<file path="src/rtl/uart_pkg.sv">
// Shared definitions for the UART transmit arbiter: FSM encoding and default abort timeout.
package uart_pkg;

  typedef enum logic [1:0] {
    IDLE  = 2'd0,
    START = 2'd1,
    BUSY  = 2'd2
  } arb_state_e;

  localparam int unsigned TIMEOUT_DEFAULT = 20000;
  localparam int unsigned BYTE_W          = 8;

endpackage

</file>
<file path="src/rtl/uart_tx_arbiter_if.sv">
// Requester / transmit-engine bundle of the UART transmit arbiter.
// master: the arbiter side; slave: requesters plus transmit engine.
interface uart_tx_arbiter_if #(
  parameter int unsigned NREQ = 4
);
  localparam int unsigned IDW = $clog2(NREQ);

  logic [NREQ-1:0]   req;
  logic [8*NREQ-1:0] req_data;
  logic [NREQ-1:0]   ack;
  logic              tx_start;
  logic [7:0]        tx_data;
  logic              tx_done;
  logic              busy;
  logic [IDW-1:0]    gnt_id;
  logic              err;

  modport master (
    input  req, req_data, tx_done,
    output ack, tx_start, tx_data, busy, gnt_id, err
  );

  modport slave (
    output req, req_data, tx_done,
    input  ack, tx_start, tx_data, busy, gnt_id, err
  );

endinterface

</file>
<file path="src/rtl/uart_tx_arbiter_rr_pick.sv">
// Round-robin search: first set request bit at or after rr_ptr, wrapping NREQ-1 -> 0.
module rr_pick
  import uart_pkg::*;
#(
  parameter int unsigned NREQ = 4,
  localparam int unsigned IDW = $clog2(NREQ)
) (
  input  logic [NREQ-1:0] req,
  input  logic [IDW-1:0]  rr_ptr,
  output logic            valid,
  output logic [IDW-1:0]  idx
);

  int unsigned cand;

  // Walk offsets 0..NREQ-1 from the pointer; the smallest offset with a request wins.
  always_comb begin
    valid = 1'b0;
    idx   = '0;
    cand  = 0;
    for (int unsigned k = 0; k < NREQ; k++) begin
      cand = 32'(rr_ptr) + k;
      if (cand >= NREQ) cand = cand - NREQ;
      if (!valid && req[IDW'(cand)]) begin
        valid = 1'b1;
        idx   = IDW'(cand);
      end
    end
  end

endmodule

</file>
<file path="src/rtl/uart_tx_arbiter.sv">
// Round-robin arbiter sharing one UART transmit engine among NREQ requesters.
// One byte per grant; IDLE -> START (tx_start pulse) -> BUSY (wait tx_done) -> IDLE.
// Optional abort timeout in BUSY is built only when UART_ARB_TIMEOUT_EN is defined.
module uart_tx_arbiter
  import uart_pkg::*;
#(
  parameter int unsigned NREQ    = 4,
  parameter int unsigned TIMEOUT = TIMEOUT_DEFAULT
) (
  input  logic              clk,
  input  logic              reset,
  uart_tx_arbiter_if.master bus
);

  localparam int unsigned IDW = $clog2(NREQ);

  if (NREQ < 2 || NREQ > 8 || TIMEOUT < 1) begin : g_param_check
    $error("uart_tx_arbiter: NREQ must be 2..8 and TIMEOUT at least 1");
  end

  arb_state_e        state_q, state_d;
  logic [IDW-1:0]    rr_ptr_q, rr_ptr_d;
  logic [IDW-1:0]    gnt_id_q, gnt_id_d;
  logic [BYTE_W-1:0] tx_data_q, tx_data_d;
  logic [NREQ-1:0]   ack_q, ack_d;
  logic              tx_start_q, tx_start_d;
  logic              busy_q, busy_d;
  logic              pick_valid;
  logic [IDW-1:0]    pick_idx;
  logic              timeout_hit;
  logic [BYTE_W-1:0] req_byte [NREQ];

  // Split the flat request data bus into per-requester bytes.
  always_comb begin
    for (int unsigned i = 0; i < NREQ; i++) begin
      req_byte[i] = bus.req_data[BYTE_W*i +: BYTE_W];
    end
  end

  rr_pick #(
    .NREQ (NREQ)
  ) u_rr_pick (
    .req    (bus.req),
    .rr_ptr (rr_ptr_q),
    .valid  (pick_valid),
    .idx    (pick_idx)
  );

`ifdef UART_ARB_TIMEOUT_EN
  localparam int unsigned CW = $clog2(TIMEOUT + 1);

  logic [CW-1:0] cnt_q;
  logic          err_q;

  // Abort when the final allowed BUSY cycle ends without tx_done; tx_done takes priority.
  assign timeout_hit = (state_q == BUSY) && !bus.tx_done && (cnt_q == CW'(TIMEOUT - 1));

  // BUSY cycle counter cleared on entry to START; err pulses for one cycle on abort.
  always_ff @(posedge clk or negedge reset) begin
    if (!reset) begin
      cnt_q <= '0;
      err_q <= 1'b0;
    end else begin
      err_q <= timeout_hit;
      if (state_d == START) begin
        cnt_q <= '0;
      end else if (state_q == BUSY) begin
        cnt_q <= cnt_q + CW'(1);
      end
    end
  end

  assign bus.err = err_q;
`else
  assign timeout_hit = 1'b0;
  assign bus.err     = 1'b0;
`endif

  // State register.
  always_ff @(posedge clk or negedge reset) begin
    if (!reset) begin
      state_q <= IDLE;
    end else begin
      state_q <= state_d;
    end
  end

  // Next-state logic; arbitration only happens in IDLE.
  always_comb begin
    state_d = state_q;
    case (state_q)
      IDLE:    if (pick_valid) state_d = START;
      START:   state_d = BUSY;
      BUSY:    if (bus.tx_done || timeout_hit) state_d = IDLE;
      default: state_d = IDLE;
    endcase
  end

  // Output logic: next-cycle values for the registered outputs and grant bookkeeping.
  always_comb begin
    tx_start_d = 1'b0;
    busy_d     = 1'b0;
    ack_d      = '0;
    gnt_id_d   = gnt_id_q;
    tx_data_d  = tx_data_q;
    rr_ptr_d   = rr_ptr_q;

    tx_start_d = (state_d == START);
    busy_d     = (state_d != IDLE);

    if (state_q == IDLE && pick_valid) begin
      gnt_id_d  = pick_idx;
      tx_data_d = req_byte[pick_idx];
    end

    if (state_q == BUSY && (bus.tx_done || timeout_hit)) begin
      rr_ptr_d = (gnt_id_q == IDW'(NREQ - 1)) ? '0 : gnt_id_q + IDW'(1);
      if (bus.tx_done) ack_d[gnt_id_q] = 1'b1;
    end
  end

  // Output and grant registers.
  always_ff @(posedge clk or negedge reset) begin
    if (!reset) begin
      tx_start_q <= 1'b0;
      busy_q     <= 1'b0;
      ack_q      <= '0;
      gnt_id_q   <= '0;
      tx_data_q  <= '0;
      rr_ptr_q   <= '0;
    end else begin
      tx_start_q <= tx_start_d;
      busy_q     <= busy_d;
      ack_q      <= ack_d;
      gnt_id_q   <= gnt_id_d;
      tx_data_q  <= tx_data_d;
      rr_ptr_q   <= rr_ptr_d;
    end
  end

  assign bus.tx_start = tx_start_q;
  assign bus.busy     = busy_q;
  assign bus.ack      = ack_q;
  assign bus.gnt_id   = gnt_id_q;
  assign bus.tx_data  = tx_data_q;

endmodule

</file>
<file path="src/flat_wrapper.sv">
// flat-port wrapper written by rule: the top's interface ports become plain ports
module uart_tx_arbiter_flat import uart_pkg::*;
#(
  parameter int unsigned NREQ    = 4,
  parameter int unsigned TIMEOUT = TIMEOUT_DEFAULT
)
  (clk, reset, bus_req, bus_req_data, bus_tx_done, bus_ack, bus_tx_start, bus_tx_data, bus_busy, bus_gnt_id, bus_err);
  uart_tx_arbiter_if #(.NREQ(NREQ)) bus_i ();
  input  logic clk;
  input  logic reset;
  input wire logic [$bits(bus_i.req)-1:0] bus_req;
  input wire logic [$bits(bus_i.req_data)-1:0] bus_req_data;
  input wire logic [$bits(bus_i.tx_done)-1:0] bus_tx_done;
  output wire logic [$bits(bus_i.ack)-1:0] bus_ack;
  output wire logic [$bits(bus_i.tx_start)-1:0] bus_tx_start;
  output wire logic [$bits(bus_i.tx_data)-1:0] bus_tx_data;
  output wire logic [$bits(bus_i.busy)-1:0] bus_busy;
  output wire logic [$bits(bus_i.gnt_id)-1:0] bus_gnt_id;
  output wire logic [$bits(bus_i.err)-1:0] bus_err;
  assign bus_i.req = bus_req;
  assign bus_i.req_data = bus_req_data;
  assign bus_i.tx_done = bus_tx_done;
  assign bus_ack = bus_i.ack;
  assign bus_tx_start = bus_i.tx_start;
  assign bus_tx_data = bus_i.tx_data;
  assign bus_busy = bus_i.busy;
  assign bus_gnt_id = bus_i.gnt_id;
  assign bus_err = bus_i.err;
  uart_tx_arbiter #(.NREQ(NREQ), .TIMEOUT(TIMEOUT)) u_core (.clk(clk), .reset(reset), .bus(bus_i));
endmodule
</file>
<file path="config.mk">
export PLATFORM = sky130hd
export DESIGN_NAME = uart_tx_arbiter_flat
export DESIGN_NICKNAME = d
export VERILOG_FILES = /design/src/rtl/uart_pkg.sv /design/src/rtl/uart_tx_arbiter_if.sv /design/src/rtl/uart_tx_arbiter_rr_pick.sv /design/src/rtl/uart_tx_arbiter.sv /design/src/flat_wrapper.sv
export SDC_FILE = /design/constraint.sdc
export NUM_CORES = 1
export LEC_CHECK = 0
export ABC_AREA = 1
export ABC_CLOCK_PERIOD_IN_PS = 2950
export CORE_UTILIZATION = 30
export CTS_BUF_LIST = sky130_fd_sc_hd__clkbuf_2
export CTS_CLUSTER_SIZE = 20
export DETAILED_ROUTE_END_ITERATION = 8
export GPL_TIMING_DRIVEN = 1
export HOLD_SLACK_MARGIN = 0.08
export PLACE_DENSITY = 0.6
export SYNTH_ARGS = -nofsm -noshare
export SYNTH_HDL_FRONTEND = slang
export SYNTH_SLANG_ARGS = --single-unit
</file>
<file path="constraint.sdc">
create_clock -name clk -period 2.95 [get_ports clk]
set_clock_uncertainty 0.15 [all_clocks]
set_input_delay 0.59 -clock clk [delete_from_list [all_inputs] [get_ports clk]]
set_output_delay 0.59 -clock clk [all_outputs]
set_load 0.05 [all_outputs]
</file>
==> results of run 1 <==
[synth_stat cells]
| master | number | share of area (%) |
|---|---|---|
| buf_4 | 2 | 1.1 |
| o21ai_0 | 5 | 1.8 |
| nor2_2 | 1 | 0.45 |
| nand3_1 | 18 | 6.5 |
| buf_6 | 2 | 1.6 |
| inv_2 | 3 | 0.81 |
| ha_1 | 4 | 3.6 |
| nand3_4 | 2 | 2.5 |
| inv_4 | 1 | 0.45 |
| nand2_2 | 6 | 2.7 |
| conb_1 | 1 | 0.27 |
| nor2_4 | 1 | 0.81 |
| or2_1 | 1 | 0.45 |
| buf_2 | 1 | 0.36 |
| a21oi_1 | 3 | 1.1 |
| dfrtp_1 | 20 | 36 |
| nor2_1 | 11 | 3.0 |
| nand2_1 | 99 | 27 |
| nand4_1 | 4 | 1.8 |
| nand3_2 | 1 | 0.72 |
| inv_1 | 26 | 7.0 |
[flip-flops by register name (all words and copies together) (netlist names)]
register,count
u_core.rr_ptr_q,2
u_core.state_q,2
u_core.bus.ack,4
u_core.bus.tx_data,8
u_core.bus.gnt_id,2
u_core.bus.busy,1
u_core.bus.tx_start,1
[where the power goes]
part           switching, W  total, W  internal [W]
Sequential        0.0000947  0.000492      0.000397
Combinational       0.00118   0.00175      0.000568
Clock             0.0000863  0.000203      0.000117
Total               0.00136   0.00244       0.00108
[path summary, 6_finish.rpt]
kind                                  startpoint               endpoint  slack [ns]  depth (start not counted)
max in group asynchronous                  reset  u_core.bus.tx_data[3]        2.02                          2
max reg2reg                   u_core.rr_ptr_q[0]  u_core.bus.tx_data[3]        0.69                         12
min in group asynchronous                  reset  u_core.bus.tx_data[5]        0.40                          2
min                        u_core.bus.tx_data[0]  u_core.bus.tx_data[0]        0.36                          2
min reg2reg                u_core.bus.tx_data[0]  u_core.bus.tx_data[0]        0.36                          2
max                         u_core.bus.gnt_id[0]          bus_gnt_id[0]        0.60                          1
[cell type report]
class	instances	area (um^2)
Clock buffer	3	15.0
Clock inverter	1	30.0
Fill cell	448	2380
Inverter	30	115
Multi-Input combinational cell	157	728
Sequential cell	20	500
Tap cell	52	65.1
Timing Repair Buffer	55	548
[per-stage QoR]
stage / setup slack (ns) / instances / instance area (um^2) / power, W / util [%]
floorplan: 1.04 / 212 / 1390 / 0.00188 / -
global placement: 0.322 / 314 / 1960 / 0.00225 / 44.6
detailed placement: 0.326 / 314 / 1960 / 0.00226 / 44.6
CTS: 0.566 / 318 / 2000 / 0.00247 / 45.7
global route: 0.393 / 318 / 2000 / 0.00270 / 45.7
finish: 0.605 / 318 / 2000 / 0.00244 / 45.7
[cells by family after synthesis]
group                      synth area share (%)
AOI/OAI and AO/OA                          2.89
other                                     0.270
adders and majority gates                  3.61
and+or+nand+nor                            45.8
DFF                                        36.1
buffers and inverters                      11.4
[metal layers]
layer / track usage [%] / part of all wire (%) / up-vias
li1: - / - / 748
met1: 18.4 / 49 / 599
met4: 4.00 / 1.2 / 0
met2: 21.5 / 44 / 38
met5: 0 / 0 / -
met3: 3.61 / 5.0 / 5
==> results.txt, run 1 <==
Die area: 4900 um^2
Area growth from synthesis to layout: 44.4%
Number of nets in the layout: 310
Clk sink count: 20
Max_cap viols: 0
Post-Syn Instances: 212
Commonest non-fill, non-tap cell in the layout: nand2_1
Synth Register Bits: 20
Die height: 70.0 um
Status: completed
Max Root-Sink Buffers: 2
Crit Path Class: flop to output pin
Gpl congestion: 0.821
Diodes inserted: 0
Fmax achieved: 426 MHz
DP HPWL: 2.48 mm
Required time worst endpoint: 2.21 ns
H-Tree Depth: 1
Seq/Total Area, Yosys: 36.1%
Tightest Hold Check Type: flop to flop
Final min period: 2.35 ns
Wirelength per Cell: 9.73 um
Share of layout cells above drive strength 1: 7.52%
CP Max Fanout: 5
Largest net degree at the start of global routing: 21
I/O pin count: 56
Port-buffer cells: 54
Initial antenna violation count: 0
CP Capture Type: output pin
Maximum VDD drop: 0.529 mV
Slowest stage delay, CP: 0.83 ns
Cell family with most CP delay: buffers and inverters
Worst slew pin tran: 0.528 ns
RSZ-0062 raised after global routing: no
# rows: 24
CTS Buf Count: 3
Final count of hold timing violations: 0
Fin. max-slew vios: 0
Skew-Pair Late Insertion Delay: 0.33 ns
Number of gates resized after CTS: 0
Average cell area after synthesis: 6.54 um^2
CP max stage cell: clkdlybuf4s50_1
CP Data Arrival Time: 1.61 ns
Startpoint types: flop
Highest-count cells in the layout ignoring fill and taps: 99 x nand2_1, 54 x clkdlybuf4s50_1, 26 x inv_1
Leak: 1.05 nW
Hold slack: 0.356 ns
YS warnings: 0
Slew headroom: 64.7%
Clk root buf: clkbuf_2
Reg clk slew, reported paths: 0.20 ns
Post-Synthesis Cell Area: 1390 um^2
Grt total ovfl: 0
DR vias: 1390
Buf/Inv on CP: 1
First-pass GRT wire length: 5.37 mm
Final ANT Viol Nets: 0
Initial DRC Count: 38
DR DRC count: 0
Syn Nets: 255
DIE WIDTH: 70.0 um
Routed wire length: 3.09 mm
Post-CTS Setup Bufs: 0
1st-pass router iterations: 4
Via-per-instance ratio: 4.37
Setup_tns: 0 ns
Fin crit share: 79.5%
Starting Density: 31.6%
Power per cell area: 1220 nW/um^2
Vias in the first global route: 1231
Final Setup Violations: 0
Tot GR Track Use: 13.7%
Post-CTS Hold Fix Bufs: 0
Synth unique cells: 21
Core ar.: 4380 um^2
CTS tree: done
Critical-path cell list: clkdlybuf4s50_1
(Power assumes the default switching activity.)
==> run 2, diff against run 1 <==
Settings changed: ABC_CLOCK_PERIOD_IN_PS 2950 to 1900, PLACE_DENSITY 0.6 to 0.62.
Clock period 2.95 ns to 1.9 ns, I/O delays scaled along.
==> run 2 against run 1 <==
The run now ends with setup timing left. Register-to-register slack got worse by 0.77 ns. Total power rose by 78%. Via count rose by 7.4%. Die area did not move. Global-route usage rose by 1.2 points. Cell count rose by 6.3%. Critical path depth rose by 11. Sequential power rose by 54%. First-iteration DRC count rose by 87%. Worst setup slack got worse by 0.69 ns. Hold slack got worse by 0.14 ns.
==> results.txt, run 2 (synthesis gave the netlist of run 1 again) <==
Starting Density: 31.6% (unchanged)
Max reg flops: 8 (unchanged)
Worst R2R Start: u_core.rr_ptr_q[0] (unchanged)
Largest net degree at the start of global routing: 21 (unchanged)
Design area: 2170 um^2 (was 2000 um^2)
Final worst slack: -0.0832 ns (was 0.605 ns)
Critical-path cell list: buf_4 > nand2_1 > nand2_1 > nand2_1 > nand2_2 > nor2_4 > nand3_4 > nand2_2 > nor2_1 > buf_4 > nand2_1 > nand3_1 (was clkdlybuf4s50_1)
Final Setup Violations: 9 (was 0)
Fin crit share: 104%
Number of nets in the layout: 331 (was 310)
Core ar.: 4380 um^2 (unchanged)
CP Data Arrival Time: 2.04 ns (was 1.61 ns)
CTS Buf Count: 3 (unchanged)
Maximum VDD drop: 0.819 mV (was 0.529 mV)
Gpl congestion: 0.888 (was 0.821)
Setup_tns: -0.426 ns (was 0 ns)
Initial DRC Count: 71 (was 38)
Power per cell area: 2000 nW/um^2 (was 1220 nW/um^2)
Area growth from synthesis to layout: 56.7% (was 44.4%)
Max Root-Sink Buffers: 2 (unchanged)
Buf/Inv on CP: 2 (was 1)
Port-buffer cells: 54 (unchanged)
Tightest Hold Check Type: input port to asynchronous set/reset pin (was flop to flop)
CP Capture Type: flop (was output pin)
Final min period: 1.98 ns
Slowest stage delay, CP: 0.51 ns (was 0.83 ns)
Diodes inserted: 0 (unchanged)
Tot GR Track Use: 14.8% (was 13.7%)
Routed wire length: 3.46 mm (was 3.09 mm)
Wirelength per Cell: 10.2 um (was 9.73 um)
CP max stage cell: dfrtp_2 (was clkdlybuf4s50_1)
Leak: 1.18 nW (was 1.05 nW)
Cell family with most CP delay: simple AND/OR/NAND/NOR gates (was buffers and inverters)
Share of layout cells above drive strength 1: 25.9% (was 7.52%)
Commonest non-fill, non-tap cell in the layout: nand2_1 (unchanged)
Crit Path Class: flop to flop (was flop to output pin)
CP Max Fanout: 5 (unchanged)
Initial antenna violation count: 0 (unchanged)
Skew-Pair Late Insertion Delay: 0.31 ns (was 0.33 ns)
Die height: 70.0 um (unchanged)
RSZ-0062 raised after global routing: yes (was no)
Max_cap viols: 0 (unchanged)
CTS tree: done (unchanged)
DR vias: 1493 (was 1390)
Clk root buf: clkbuf_2 (unchanged)
I/O pin count: 56 (unchanged)
# rows: 24 (unchanged)
Worst R2R End: u_core.bus.tx_data[1] (was u_core.bus.tx_data[3])
Final count of hold timing violations: 0 (unchanged)
R2r setup slk: -0.08 ns (was 0.69 ns)
1st-pass router iterations: 4 (unchanged)
Placement-stage cell area: 2030 um^2 (was 1960 um^2)
Post-Route Utilization: 49.5% (was 45.7%)
DR DRC count: 0 (unchanged)
First-pass GRT wire length: 5.99 mm (was 5.37 mm)
H-Tree Depth: 1 (unchanged)
Via-per-instance ratio: 4.42 (was 4.37)
# fillers: 441 (was 448)
Fin. max-slew vios: 0 (unchanged)
DIE WIDTH: 70.0 um (unchanged)
Crit-path most repeated cell: nand2_1
Status: complete, but fails checks (was completed)
Startpoint types: flop (unchanged)
Reg clk slew, reported paths: 0.18 ns (was 0.20 ns)
Grt total ovfl: 0 (unchanged)
Vias in the first global route: 1420 (was 1231)
Final ANT Viol Nets: 0 (unchanged)
Die area: 4900 um^2 (unchanged)
Fmax achieved: 504 MHz
Worst slack at placement: -0.405 ns (was 0.326 ns)
Clk sink count: 20 (unchanged)
DP HPWL: 2.65 mm (was 2.48 mm)
Required time worst endpoint: 1.96 ns (was 2.21 ns)
Worst Reg-to-Reg Cells: 12 (unchanged)
Highest-count cells in the layout ignoring fill and taps: 91 x nand2_1, 38 x clkdlybuf4s50_1, 34 x buf_4 (was 99 x nand2_1, 54 x clkdlybuf4s50_1, 26 x inv_1)
Post-CTS Hold Fix Bufs: 0 (unchanged)
Violated checks: setup timing
run 2: changes by cell type in the layout (fill, tap and decap cells not counted), moves of 2 or more:
cell / before / now
buf_4: 1 / 34
nand2_2: 6 / 13
clkdlybuf4s50_1: 54 / 38
inv_1: 26 / 24
buf_6: 0 / 3
nand2_1: 99 / 91
nand3_2: 1 / 8
nand3_1: 18 / 12
run 2: worst max path at each step:
stage / startpoint / to / depth (start not counted)
after floorplan: u_core.rr_ptr_q[0] / u_core.bus.tx_data[2] / 14
after global placement: bus_req[3] / u_core.bus.tx_data[5] / 13
after detailed placement: bus_req[3] / u_core.bus.tx_data[1] / 13
after CTS: u_core.rr_ptr_q[0] / u_core.bus.tx_data[5] / 13
after global routing: u_core.rr_ptr_q[0] / u_core.bus.tx_data[5] / 12
final: u_core.rr_ptr_q[0] / u_core.bus.tx_data[1] / 12
run 2: final cells by class:
class                   count  area (um^2)  share of cell area [%]
flip-flops and latches     20          502                    23.1
clock buffers               3         15.0                   0.691
repair buffers             75          669                    30.8
well taps                  52         65.1                    3.00
inverters                  30          120                    5.53
multi-input cells         158          801                    36.9
run 2: layer usage:
| layer | track usage (%) | wire, um | vias to the layer above |
|---|---|---|---|
| met5 | 0 | 0 | - |
| met4 | 2.00 | 16 | 0 |
| met3 | 2.16 | 127 | 2 |
| met2 | 26.0 | 1720 | 41 |
| met1 | 19.8 | 1590 | 656 |
| li1 | - | - | 794 |
run 2: report_power, final:
part | total, W | internal, W | switching, W
Clock | 0.000167 | 0.0000431 | 0.000124
Combinational | 0.00341 | 0.00131 | 0.00210
Sequential | 0.000760 | 0.000620 | 0.000140
run 2: worst reg2reg max path: cells and delay by family (launching register included):
family / cells / cell delay, ns
buffers and inverters: 2 / 0.32
DFF: 1 / 0.51
and+or+nand+nor: 10 / 0.93
run 2: stage by stage:
stage	power (W)	instances	hold slack, ns
2_1_floorplan	0.00292	212	-0.0656
3_3_place_gp	0.00378	329	0.325
3_5_place_dp	0.00381	329	0.341
4_1_cts	0.00421	338	0.233
5_1_grt	0.00477	338	0.237
6_report	0.00434	338	0.221
run 2: what timing repair did:
| item | CTS | global route |
|---|---|---|
| pin swaps | 2 | 7 |
| setup endpoints to repair | 12 | 12 |
| gates cloned | 1 | 0 |
| setup buffers | 5 | 0 |
| gates resized for setup | 9 | 18 |
==> run 3, diff against run 2 <==
Settings changed: ABC_CLOCK_PERIOD_IN_PS 1900 to default, CORE_ASPECT_RATIO from default to 0.9, CORE_MARGIN from default to 8.
==> run 3 against run 2 <==
The run still ends with setup timing left. Non-clock buffer count up 5. Count of clock-buffer cells in the layout is the same. Highest routed layer unchanged. Routed wire length up 18%.
==> results.txt, run 3 (synthesis gave the netlist of run 1 again) <==
Max Root-Sink Buffers: 2 (unchanged)
Vias in the first global route: 1383 (was 1420)
First-pass GRT wire length: 6.05 mm (was 5.99 mm)
Routed wire length: 4.07 mm (was 3.46 mm)
Initial antenna violation count: 0 (unchanged)
Diodes inserted: 0 (unchanged)
Via-per-instance ratio: 4.31 (was 4.42)
Final worst slack: -0.129 ns (was -0.0832 ns)
Core ar.: 4460 um^2 (was 4380 um^2)
Starting Density: 31.1% (was 31.6%)
Worst Reg-to-Reg Cells: 12 (unchanged)
Clk sink count: 20 (unchanged)
Fmax achieved: 493 MHz (was 504 MHz)
Max reg flops: 8 (unchanged)
DP HPWL: 2.95 mm (was 2.65 mm)
DIE WIDTH: 87.7 um (was 70.0 um)
RSZ-0062 raised after global routing: yes (unchanged)
Placed insts: 340 (was 329)
Maximum VDD drop: 0.912 mV (was 0.819 mV)
Setup_tns: -0.804 ns (was -0.426 ns)
Skew-Pair Late Insertion Delay: 0.31 ns (about the same)
Slowest stage delay, CP: 0.52 ns (was 0.51 ns)
Port-buffer cells: 54 (unchanged)
CP max stage cell: clkdlybuf4s50_1 (was dfrtp_2)
Share of layout cells above drive strength 1: 33.1% (was 25.9%)
H-Tree Depth: 1 (unchanged)
Fin. max-slew vios: 0 (unchanged)
Die area: 7060 um^2 (was 4900 um^2)
Max_cap viols: 0 (unchanged)
Final count of hold timing violations: 0 (unchanged)
CP Max Fanout: 6 (was 5)
Critical-path cell list: clkdlybuf4s50_1 > inv_1 > nand2_2 > nand3_2 > nand2_2 > inv_2 > nand3_4 > nand3_4 > clkbuf_16 > nand2_1 > nand2_1 > nand2_1 > nand3_1 (was buf_4 > nand2_1 > nand2_1 > nand2_1 > nand2_2 > nor2_4 > nand3_4 > nand2_2 > nor2_1 > buf_4 > nand2_1 > nand3_1)
Crit-path most repeated cell: nand2_1 (unchanged)
Number of nets in the layout: 337 (was 331)
Post-CTS Hold Fix Bufs: 0 (unchanged)
Power per cell area: 2110 nW/um^2 (was 2000 nW/um^2)
1st-pass router iterations: 4 (unchanged)
R2r setup slk: -0.10 ns (was -0.08 ns)
Worst Setup SP: bus_req[2] (was u_core.rr_ptr_q[0])
Required time worst endpoint: 1.97 ns (was 1.96 ns)
Clk root buf: clkbuf_2 (unchanged)
Cell family with most CP delay: buffers and inverters (was simple AND/OR/NAND/NOR gates)
I/O pin count: 56 (unchanged)
Status: complete, but fails checks (unchanged)
Fin crit share: 107% (was 104%)
Tightest Hold Check Type: input port to asynchronous set/reset pin (unchanged)
Largest net degree at the start of global routing: 21 (unchanged)
DR vias: 1530 (was 1493)
Grt total ovfl: 0 (unchanged)
Commonest non-fill, non-tap cell in the layout: nand2_1 (unchanged)
Startpoint types: input port (was flop)
Wirelength per Cell: 11.5 um (was 10.2 um)
Tot GR Track Use: 10.6% (was 14.8%)
DR DRC count: 0 (unchanged)
Final min period: 2.03 ns (was 1.98 ns)
Post-Route Utilization: 53.4% (was 49.5%)
CP Capture Type: flop (unchanged)
Worst R2R Start: u_core.rr_ptr_q[0] (unchanged)
Die height: 80.5 um (was 70.0 um)
CTS tree: done (unchanged)
Reg clk slew, reported paths: 0.19 ns (was 0.18 ns)
Area growth from synthesis to layout: 71.8% (was 56.7%)
Initial DRC Count: 52 (was 71)
Highest-count cells in the layout ignoring fill and taps: 77 x nand2_1, 38 x clkdlybuf4s50_1, 36 x buf_4 (was 91 x nand2_1, 38 x clkdlybuf4s50_1, 34 x buf_4)
Buf/Inv on CP: 4 (was 2)
# rows: 23 (was 24)
Post-Layout Cell Count: 355 (was 338)
Crit Path Class: input port to flop (was flop to flop)
Worst R2R End: u_core.bus.tx_data[3] (was u_core.bus.tx_data[1])
CP Data Arrival Time: 2.10 ns (was 2.04 ns)
Final ANT Viol Nets: 0 (unchanged)
Final Setup Violations: 8 (was 9)
Violated checks: setup timing (unchanged)
Leak: 1.27 nW (was 1.18 nW)
CTS Buf Count: 3 (unchanged)
Gpl congestion: 0.833 (was 0.888)
[run 3: changes by cell type in the layout (fill, tap and decap cells not counted), moves of 2 or more]
cell	delta
nand3_4	+2
nand2_4	+9
inv_1	-2
buf_4	+2
nand3_1	+2
inv_2	+2
nand3_2	-4
nand2_1	-14
nand2_2	+5
[run 3: layer usage]
layer	up-vias	GRT usage (%)	part of all wire [%]	routed length [um]
li1	813	-	-	-
met1	687	13.6	45	1830
met2	28	17.3	51	2070
met3	2	2.34	3.3	135
met4	0	2.57	0.86	35
met5	-	0	0	0
[run 3: final cells by class]
| cell class | instances | area (um^2) |
|---|---|---|
| clock buffer | 3 | 15.0 |
| clock inverter | 1 | 30.0 |
| fill | 440 | 2080 |
| inverter | 30 | 120 |
| multi-input combinational | 158 | 890 |
| sequential | 20 | 503 |
| tap | 62 | 77.6 |
| timing repair buffer | 80 | 741 |
| timing repair inverter | 1 | 5.00 |
[run 3: worst reg2reg max path, cell delays in order, from the launching register on]
cell and delay [ns]:
dfrtp_2 0.52, buf_6 0.17, nand2_4 0.07, nand3_4 0.10
nand2_4 0.07, nor2_4 0.17, nand3_4 0.14, nand3_4 0.17
clkbuf_16 0.17, nand2_1 0.05, nand2_1 0.07, nand2_1 0.05
nand3_1 0.06
[run 3: metrics by stage]
stage	total power (W)	setup slack (ns)	instance area, um^2	hold WS, ns
floorplan	0.00292	0.0535	1390	-0.0656
global placement	0.00391	-0.342	2060	0.318
detailed placement	0.00393	-0.378	2060	0.320
CTS	0.00451	-0.0424	2200	0.216
global route	0.00548	-0.236	2380	0.203
finish	0.00502	-0.129	2380	0.219
[run 3: timing repair]
| item | in CTS | in global routing |
|---|---|---|
| pin swaps | 1 | 2 |
| endpoints found under the setup margin | 12 | 12 |
| gates resized for setup | 15 | 39 |
| gates cloned | 1 | 2 |
| buffers inserted | 5 | 3 |
[run 3: how the worst max path moves through the flow]
stage / to / slack, ns / depth (start not counted)
after global routing: u_core.bus.tx_data[3] / -0.24 / 12
after floorplan: u_core.bus.tx_data[2] / 0.05 / 14
final: u_core.bus.tx_data[3] / -0.13 / 13
after global placement: u_core.bus.tx_data[4] / -0.34 / 12
after detailed placement: u_core.bus.tx_data[1] / -0.38 / 12
after CTS: u_core.bus.tx_data[1] / -0.04 / 12
[run 3: report_power, final]
part	internal [W]	switching (W)	total (W)
registers	0.000621	0.000147	0.000768
clock network	0.000182	0.000131	0.000313
logic	0.00162	0.00232	0.00394
total	0.00242	0.00260	0.00502
